### config.mk
export PLATFORM = sky130hd
export DESIGN_NAME = led_pattern_gen_flat
export DESIGN_NICKNAME = d
export VERILOG_FILES = /design/src/rtl/led_pattern_if.sv /design/src/rtl/led_pattern_gen.sv /design/src/flat_wrapper.sv
export SDC_FILE = /design/constraint.sdc
export NUM_CORES = 1
export LEC_CHECK = 0
export CAP_MARGIN = 20
export CORE_AREA = 2 2 62 64
export CTS_BUF_LIST = sky130_fd_sc_hd__clkbuf_16
export DETAILED_ROUTE_END_ITERATION = 10
export DIE_AREA = 0 0 64 66
export DONT_BUFFER_PORTS = 1
export GPL_TIMING_DRIVEN = 0
export PLACE_DENSITY = 0.74
export SLEW_MARGIN = 20
export SYNTH_ARGS = -nofsm -noshare
export SYNTH_HDL_FRONTEND = slang
export SYNTH_SLANG_ARGS = --single-unit
### constraint.sdc
create_clock -name clock -period 5.9 [get_ports clock]
set_clock_uncertainty 0.15 [all_clocks]
set_input_delay 1.18 -clock clock [delete_from_list [all_inputs] [get_ports clock]]
set_output_delay 1.18 -clock clock [all_outputs]
set_load 0.05 [all_outputs]
### src/rtl/led_pattern_if.sv
// led_pattern_if: shift/flash LED pattern bus; master drives shift_leds, flash_leds, o_tick; slave (LED mux) reads them
interface led_pattern_if #(
  parameter int N_LEDS = 4
);
  logic [N_LEDS-1:0] shift_leds;
  logic [N_LEDS-1:0] flash_leds;
  logic              o_tick;
  modport master (output shift_leds, flash_leds, o_tick);
  modport slave  (input  shift_leds, flash_leds, o_tick);
endinterface

### src/rtl/led_pattern_gen.sv
// led_pattern_gen: prescaled one-hot shift and blink LED pattern source; ports clock, i_reset_n (sync active-low), i_enable, i_speed_sel, i_dir, pat (master: shift_leds, flash_leds, o_tick); define LED_PINGPONG_EN for bouncing shift
module led_pattern_gen #(
  parameter int          N_LEDS = 4,
  parameter int          N_CNT  = 32,
  parameter int unsigned LIM0   = 2**23-1,
  parameter int unsigned LIM1   = 2**24-1,
  parameter int unsigned LIM2   = 2**25-1,
  parameter int unsigned LIM3   = 2**26-1
) (
  input  logic               clock,
  input  logic               i_reset_n,
  input  logic               i_enable,
  input  logic [1:0]         i_speed_sel,
  input  logic               i_dir,
  led_pattern_if.master      pat
);
  logic [N_CNT-1:0]  count, lim;
  logic [N_LEDS-1:0] rol, ror;
`ifdef LED_PINGPONG_EN
  typedef enum logic {UP, DOWN} state_t;
  state_t state;
  logic   bounce;
  always_comb bounce = (state == UP) ? pat.shift_leds[N_LEDS-1] : pat.shift_leds[0];
`endif
  always_comb begin
    lim = i_speed_sel == 2'd0 ? N_CNT'(LIM0) :
          i_speed_sel == 2'd1 ? N_CNT'(LIM1) :
          i_speed_sel == 2'd2 ? N_CNT'(LIM2) : N_CNT'(LIM3);
    rol = {pat.shift_leds[N_LEDS-2:0], pat.shift_leds[N_LEDS-1]};
    ror = {pat.shift_leds[0], pat.shift_leds[N_LEDS-1:1]};
  end
  always_ff @(posedge clock)
    if (!i_reset_n) begin
      count          <= '0;
      pat.shift_leds <= N_LEDS'(1);
      pat.flash_leds <= '0;
      pat.o_tick     <= 1'b0;
`ifdef LED_PINGPONG_EN
      state          <= UP;
`endif
    end else if (!i_enable) begin
      pat.o_tick     <= 1'b0;
    end else if (count >= lim) begin
      count          <= '0;
      pat.o_tick     <= 1'b1;
      pat.flash_leds <= ~pat.flash_leds;
`ifdef LED_PINGPONG_EN
      state          <= bounce ? ((state == UP) ? DOWN : UP) : state;
      pat.shift_leds <= ((state == UP) != bounce) ? rol : ror;
`else
      pat.shift_leds <= i_dir ? ror : rol;
`endif
    end else begin
      count          <= count + N_CNT'(1);
      pat.o_tick     <= 1'b0;
    end
endmodule

### src/flat_wrapper.sv
// flat-port wrapper written by rule: the top's interface ports become plain ports
module led_pattern_gen_flat 
#(
  parameter int          N_LEDS = 4,
  parameter int          N_CNT  = 32,
  parameter int unsigned LIM0   = 2**23-1,
  parameter int unsigned LIM1   = 2**24-1,
  parameter int unsigned LIM2   = 2**25-1,
  parameter int unsigned LIM3   = 2**26-1
)
  (clock, i_reset_n, i_enable, i_speed_sel, i_dir, pat_shift_leds, pat_flash_leds, pat_o_tick);
  led_pattern_if #(.N_LEDS(N_LEDS)) pat_i ();
  input  logic clock;
  input  logic i_reset_n;
  input  logic i_enable;
  input  logic [1:0] i_speed_sel;
  input  logic i_dir;
  output wire logic [$bits(pat_i.shift_leds)-1:0] pat_shift_leds;
  output wire logic [$bits(pat_i.flash_leds)-1:0] pat_flash_leds;
  output wire logic [$bits(pat_i.o_tick)-1:0] pat_o_tick;
  assign pat_shift_leds = pat_i.shift_leds;
  assign pat_flash_leds = pat_i.flash_leds;
  assign pat_o_tick = pat_i.o_tick;
  led_pattern_gen #(.N_LEDS(N_LEDS), .N_CNT(N_CNT), .LIM0(LIM0), .LIM1(LIM1), .LIM2(LIM2), .LIM3(LIM3)) u_core (.clock(clock), .i_reset_n(i_reset_n), .i_enable(i_enable), .i_speed_sel(i_speed_sel), .i_dir(i_dir), .pat(pat_i));
endmodule
==> run_results.csv, run 1 <==
group,metric,value,unit
outcome,outcome,"completed",
logic_synthesis,syn_area,2080,um2
floorplanning,die_area,4220,um2
power_and_ir_drop,ir_drop,0.156,mV
drt,drt_iter0_drc,90,
sta,rsz0062_at_grt,"false",
finish,utilization,65.1,%
clocking,cts_max_path_buffers,2,
drt,vias,1602,
placement,post-dp-hpwl,2900,um
floorplanning,initial_core_util,58.6,%
grt,grt_use_total,22.1,%
grt,grt_pass1_vias,1557,
clocking,cts_root_buf,"clkbuf_16",
sta,finalSetupTns,0,ns
critical_path,arrival,3.08,ns
logic_synthesis,async_flop_share,0,%
floorplanning,io_pins,15,
drt,totalWireLength,4240,um
drt,routedWlPerCell,15.3,um
sta,slew_violations,0,
logic_synthesis,synth_edf_count,0,
hold_path,hold_class,"reg2reg",
clocking,cts_tree,"yes",
logic_synthesis,ys_ff_latch,41,
clocking,cts_resized,0,
drt,vias_per_cell,5.78,
logic_synthesis,synth_cell_types,38,
floorplanning,core_region_area,3550,um2
grt,grt.overflow.total,0,
floorplanning,dieHeight,66,um
floorplanning,fp-row-count,22,
placement,routabilityCongestion,0.824,
logic_synthesis,ys_seq_area_share,39.4,%
sta,maxSlewHeadroom,53.6,%
logic_synthesis,syn_inst,221,
placement,numPortBuffers,0,
clocking,htree_levels,2,
drt,drc,0,
sta,setup_violations,0,
finish,synthToLayoutAreaGrowth,11.1,%
logic_synthesis,syn_avg_cell_area,9.42,um2
clocking,hold_buffers,0,
logic_synthesis,synth-main-ff-cell,"dfxtp_1",
grt,antenna_found_initial,0,
sta,hold_violations,0,
critical_path,path_max_fanout,10,
run,maxCapViolCount,0,
logic_synthesis,ys_warn_count,0,
finish,diodes,0,
drt,final_antenna_net_count,0,
clocking,path_clk_slew,0.06,ns
drt,first_pass_iters,4,
clocking,cts_buffers,5,
sta,fin_crit_sh,51.1,%
finish,drive_gt1_share,8.73,%
logic_synthesis,syn-num-nets,231,
sta,period_needed,3.02,ns
critical_path,setup.worst_path.end_class,"flop",
sta,worstMarginPinSlew,0.691,ns
sta,max_freq,332,MHz
clocking,clk_latency,0.28,ns
grt,grt_start_max_net_pins,15,
power_and_ir_drop,p_per_area,263,nW/um2
grt,grt_pass1_wl,7220,um
floorplanning,die_w,64,um
placement,place_ws,2.60,ns
finish,final_nets,238,
clocking,post_cts_buffers,0,
critical_path,critPathKind,"in2reg",
clocking,clkSinkCount,41,
sta,worst_slack,2.88,ns
critical_path,required,5.97,ns
critical_path,start_kind,"input pin",
power_and_ir_drop,p_leak,0.986,nW
## worst max-delay path, stage by stage
cell      delay (ns)
inv_1           0.02
ha_1            0.25
nor4bb_1        0.38
nand3_1         0.15
or3_4           0.42
a21boi_4        0.31
buf_6           0.19
mux2i_1         0.17
## cell families after synthesis
group / count (synthesis) / share of synthesized area (%)
and+or+nand+nor: 110 / 33.0
muxes: 9 / 4.39
DFF: 41 / 39.4
buffers and inverters: 16 / 3.37
AOI/OAI and AO/OA: 13 / 5.59
adders and majority gates: 4 / 2.41
xor gates and xnor gates: 28 / 11.8
## cell type report
class / count / area (um2)
Buffer: 12 / 55.1
Clock buffer: 5 / 125
Clock inverter: 3 / 46.3
Fill cell: 287 / 1240
Inverter: 4 / 15.0
Multi-Input combinational cell: 164 / 1190
Sequential cell: 41 / 821
Tap cell: 48 / 60.1
## worst paths after layout
check | startpoint | to | slack, ns | cells after the start
worst max-delay path | i_speed_sel[1] | u_core.pat.flash_leds[2] | 2.88 | 8
worst min register to register | u_core.count[1] | u_core.count[1] | 0.38 | 2
worst min-delay path | u_core.count[1] | u_core.count[1] | 0.38 | 2
worst max register to register | u_core.count[25] | u_core.pat.flash_leds[2] | 3.43 | 7
## layout by cell type (no fill, tap or decap), types with 5 or more instances in the layout
master,netlist,routed
nor3_1,9,9
xor2_1,16,16
and4_1,5,5
nand3_1,11,11
clkbuf_16,0,5
nand2_1,16,16
and3_1,24,24
nor3b_1,8,8
nand4_1,12,12
dfxtp_1,41,41
mux2i_1,8,8
nand2b_1,7,7
xnor2_1,12,12
clkbuf_1,8,8
## state kept, by name (all words and copies together), names as in the netlist
signal,flops
u_core.pat.o_tick,1
u_core.pat.shift_leds,4
u_core.pat.flash_leds,4
u_core.count,32
## synth_stat cells (5+ instances only)
library cell	instances	area [um2]
nand4_1	12	75.1
nor3_1	9	45.0
clkbuf_1	8	30.0
dfxtp_1	41	821
and4_1	5	43.8
nor3b_1	8	60.1
nand3_1	11	55.1
xnor2_1	12	105
nand2b_1	7	43.8
xor2_1	16	140
nand2_1	16	60.1
mux2i_1	8	80.1
and3_1	24	150
## where the power goes
group | switching (mW) | internal [mW] | total [mW]
Clock | 0.113 | 0.200 | 0.313
Sequential | 0.00137 | 0.278 | 0.279
Combinational | 0.00929 | 0.00601 | 0.0153
Total | 0.123 | 0.484 | 0.607
## routing by layer
metal | vias up | GRT usage, % | share of wire (%)
met5 | - | 0 | 0
met4 | 0 | 9.24 | 1.5
met3 | 7 | 5.79 | 5.0
met2 | 28 | 34.6 | 45
met1 | 748 | 28.7 | 49
li1 | 819 | - | -
## stage by stage
| stage | area, um2 | power [mW] | cells | hold slack (ns) |
|---|---|---|---|---|
| 2_1_floorplan | 2080 | 0.297 | 221 | 0.343 |
| 3_3_place_gp | 2140 | 0.300 | 269 | 0.364 |
| 3_5_place_dp | 2140 | 0.301 | 269 | 0.374 |
| 4_1_cts | 2310 | 0.614 | 277 | 0.385 |
| 5_1_grt | 2310 | 0.624 | 277 | 0.423 |
| 6_report | 2310 | 0.607 | 277 | 0.383 |
No activity file was read; power rests on OpenSTA's default activity.
==> run 2, diff against run 1 <==
clock period = 3 ns   (was 5.9 ns; I/O delays follow)
==> results of run 2 <==
Same layout as run 1 (identical final DEF). Status: completed.
Main changes from that run: setup slack after placement 2.60 ns -> 0.277 ns; setup slack after layout 2.88 ns -> 0.529 ns; start point of the critical path i_speed_sel[1] -> u_core.count[25]; register-to-register setup slack 3.43 ns -> 0.53 ns; total power 0.607 mW -> 1.19 mW; worst IR drop on VDD 0.156 mV -> 0.306 mV
==> run 3, diff against run 2 <==
clock period = 2.5 ns   (was 3 ns; I/O delays follow)
==> run 3 against run 2 <==
  * Register-to-register slack lost 0.42 ns
  * Critical path depth unchanged
  * Sequential share of layout area is 0.51 points lower
  * Combinational power up 25%
  * Critical endpoint unchanged
  * Non-clock buffer count grew 3
  * Clock power up 21%
  * Global-route usage is the same
  * Routed wire length rose by 2.4%
  * Clock-buffer cell count is the same
==> run_results.csv, run 3 (same netlist as run 1, synthesis figures left out) <==
group,metric,value,unit
sta,max_freq,418,MHz
drt,vias_per_cell,5.86,
drt,top_layer_used,"met4",
power_and_ir_drop,ir_drop,0.367,mV
finish,final_nets,241,
clocking,clk_latency,0.29,ns
finish,largest_reg_flops,32,
floorplanning,fp-row-count,22,
placement,numPortBuffers,0,
outcome,outcome,"completed",
grt,grt_pass1_vias,1557,
sta,setup_violations,0,
finish,top_regs,"u_core.count (32), u_core.pat.flash_leds (4), u_core.pat.shift_leds (4)",
critical_path,required,2.57,ns
drt,first_pass_iters,4,
finish,final_cell_mix,"dfxtp_1, and3_1, nand2_1, xor2_1",
floorplanning,initial_core_util,58.6,%
placement,postPlaceCellArea,2140,um2
run,maxCapViolCount,0,
sta,fin_crit_sh,95.8,%
clocking,hold_buffers,0,
finish,final_cell_area,2350,um2
sta,slew_violations,0,
clocking,cts_tree,"yes",
placement,place_ws,-0.123,ns
finish,synthToLayoutAreaGrowth,12.7,%
drt,drc,0,
floorplanning,die_area,4220,um2
placement,post-dp-hpwl,2900,um
grt,grt_use_total,22.1,%
drt,routedWlPerCell,15.5,um
power_and_ir_drop,p_leak,1.00,nW
hold_path,hold_class,"reg2reg",
critical_path,critPathKind,"reg2reg",
drt,wl_met1,2150,um
sta,worstMarginPinSlew,0.691,ns
critical_path,path_max_fanout,10,
power_and_ir_drop,power.total,1.44,mW
finish,stdcell_count,280,
critical_path,setup.worst_path.end_class,"flop",
finish,utilization,66.1,%
clocking,cts_max_path_buffers,2,
finish,seqCellArea,821,um2
placement,routabilityCongestion,0.824,
finish,diodes,0,
drt,route.met2.wl,1950,um
drt,vias,1640,
clocking,htree_levels,2,
sta,finalSetupTns,0,ns
drt,totalWireLength,4340,um
sta,hold_violations,0,
sta,worst_slack,0.106,ns
floorplanning,core_region_area,3550,um2
grt,grt.overflow.total,0,
clocking,clkSinkCount,41,
floorplanning,die_w,64,um
placement,placedCellCount,269,
finish,final_common_cell,"dfxtp_1",
sta,period_needed,2.39,ns
clocking,cts_buffers,5,
finish,drive_gt1_share,10.8,%
grt,grt_start_max_net_pins,15,
floorplanning,dieHeight,66,um
finish,fillCellCount,284,
sta,maxSlewHeadroom,53.5,%
clocking,cts_root_buf,"clkbuf_16",
drt,final_antenna_net_count,0,
critical_path,arrival,2.46,ns
grt,grt_pass1_wl,7220,um
sta,hold_slack,0.385,ns
floorplanning,io_pins,15,
critical_path,start_kind,"flop",
drt,met3_length,168,um
drt,drt_iter0_drc,96,
clocking,path_clk_slew,0.06,ns
grt,antenna_found_initial,0,
finish,multi_input_area,1200,um2
finish,largest_register,"u_core.count",
power_and_ir_drop,p_per_area,614,nW/um2
[run 3: cell types whose count changed in the layout (fill, tap and decap cells not counted), sizes merged]
cell	before	now
buf	2	5
[run 3: final timing paths]
kind	startpoint	to	slack, ns	cells past startpoint
worst max register to register	u_core.count[25]	u_core.pat.flash_leds[2]	0.11	7
worst min-delay path	u_core.count[1]	u_core.count[1]	0.38	2
worst max-delay path	u_core.count[25]	u_core.pat.flash_leds[2]	0.11	7
worst min register to register	u_core.count[1]	u_core.count[1]	0.38	2
[run 3: worst max-delay path: stages (launching register included)]
cell and delay, ns:
dfxtp_1 0.37, ha_1 0.32, nor4bb_2 0.30, nand3_1 0.18, or3_4 0.43, a21boi_4 0.23, buf_6 0.18, mux2i_1 0.17
[run 3: what timing repair did]
action | in CTS | in global routing
endpoints found under the setup margin | 0 | 30
setup buffers | 0 | 3
resized for setup | 0 | 2
[run 3: layout make-up]
cell class	instances	area share, %
well taps	48	2.56
repair buffers	3	0.960
plain buffers	12	2.35
multi-input cells	164	51.2
clock buffers	5	5.33
flip-flops and latches	41	35.0
inverters	4	0.640
clock inverters	3	1.97
[run 3: power breakdown]
group          switching [mW]  internal, mW  total [mW]
Combinational          0.0226        0.0149      0.0375
Sequential            0.00336         0.656       0.659
Clock                   0.271         0.472       0.743
[run 3: routing by layer]
layer / up-vias / global-route usage [%]
li1: 827 / -
met1: 775 / 28.7
met2: 31 / 34.6
met3: 7 / 5.79
met4: 0 / 9.24
met5: - / 0
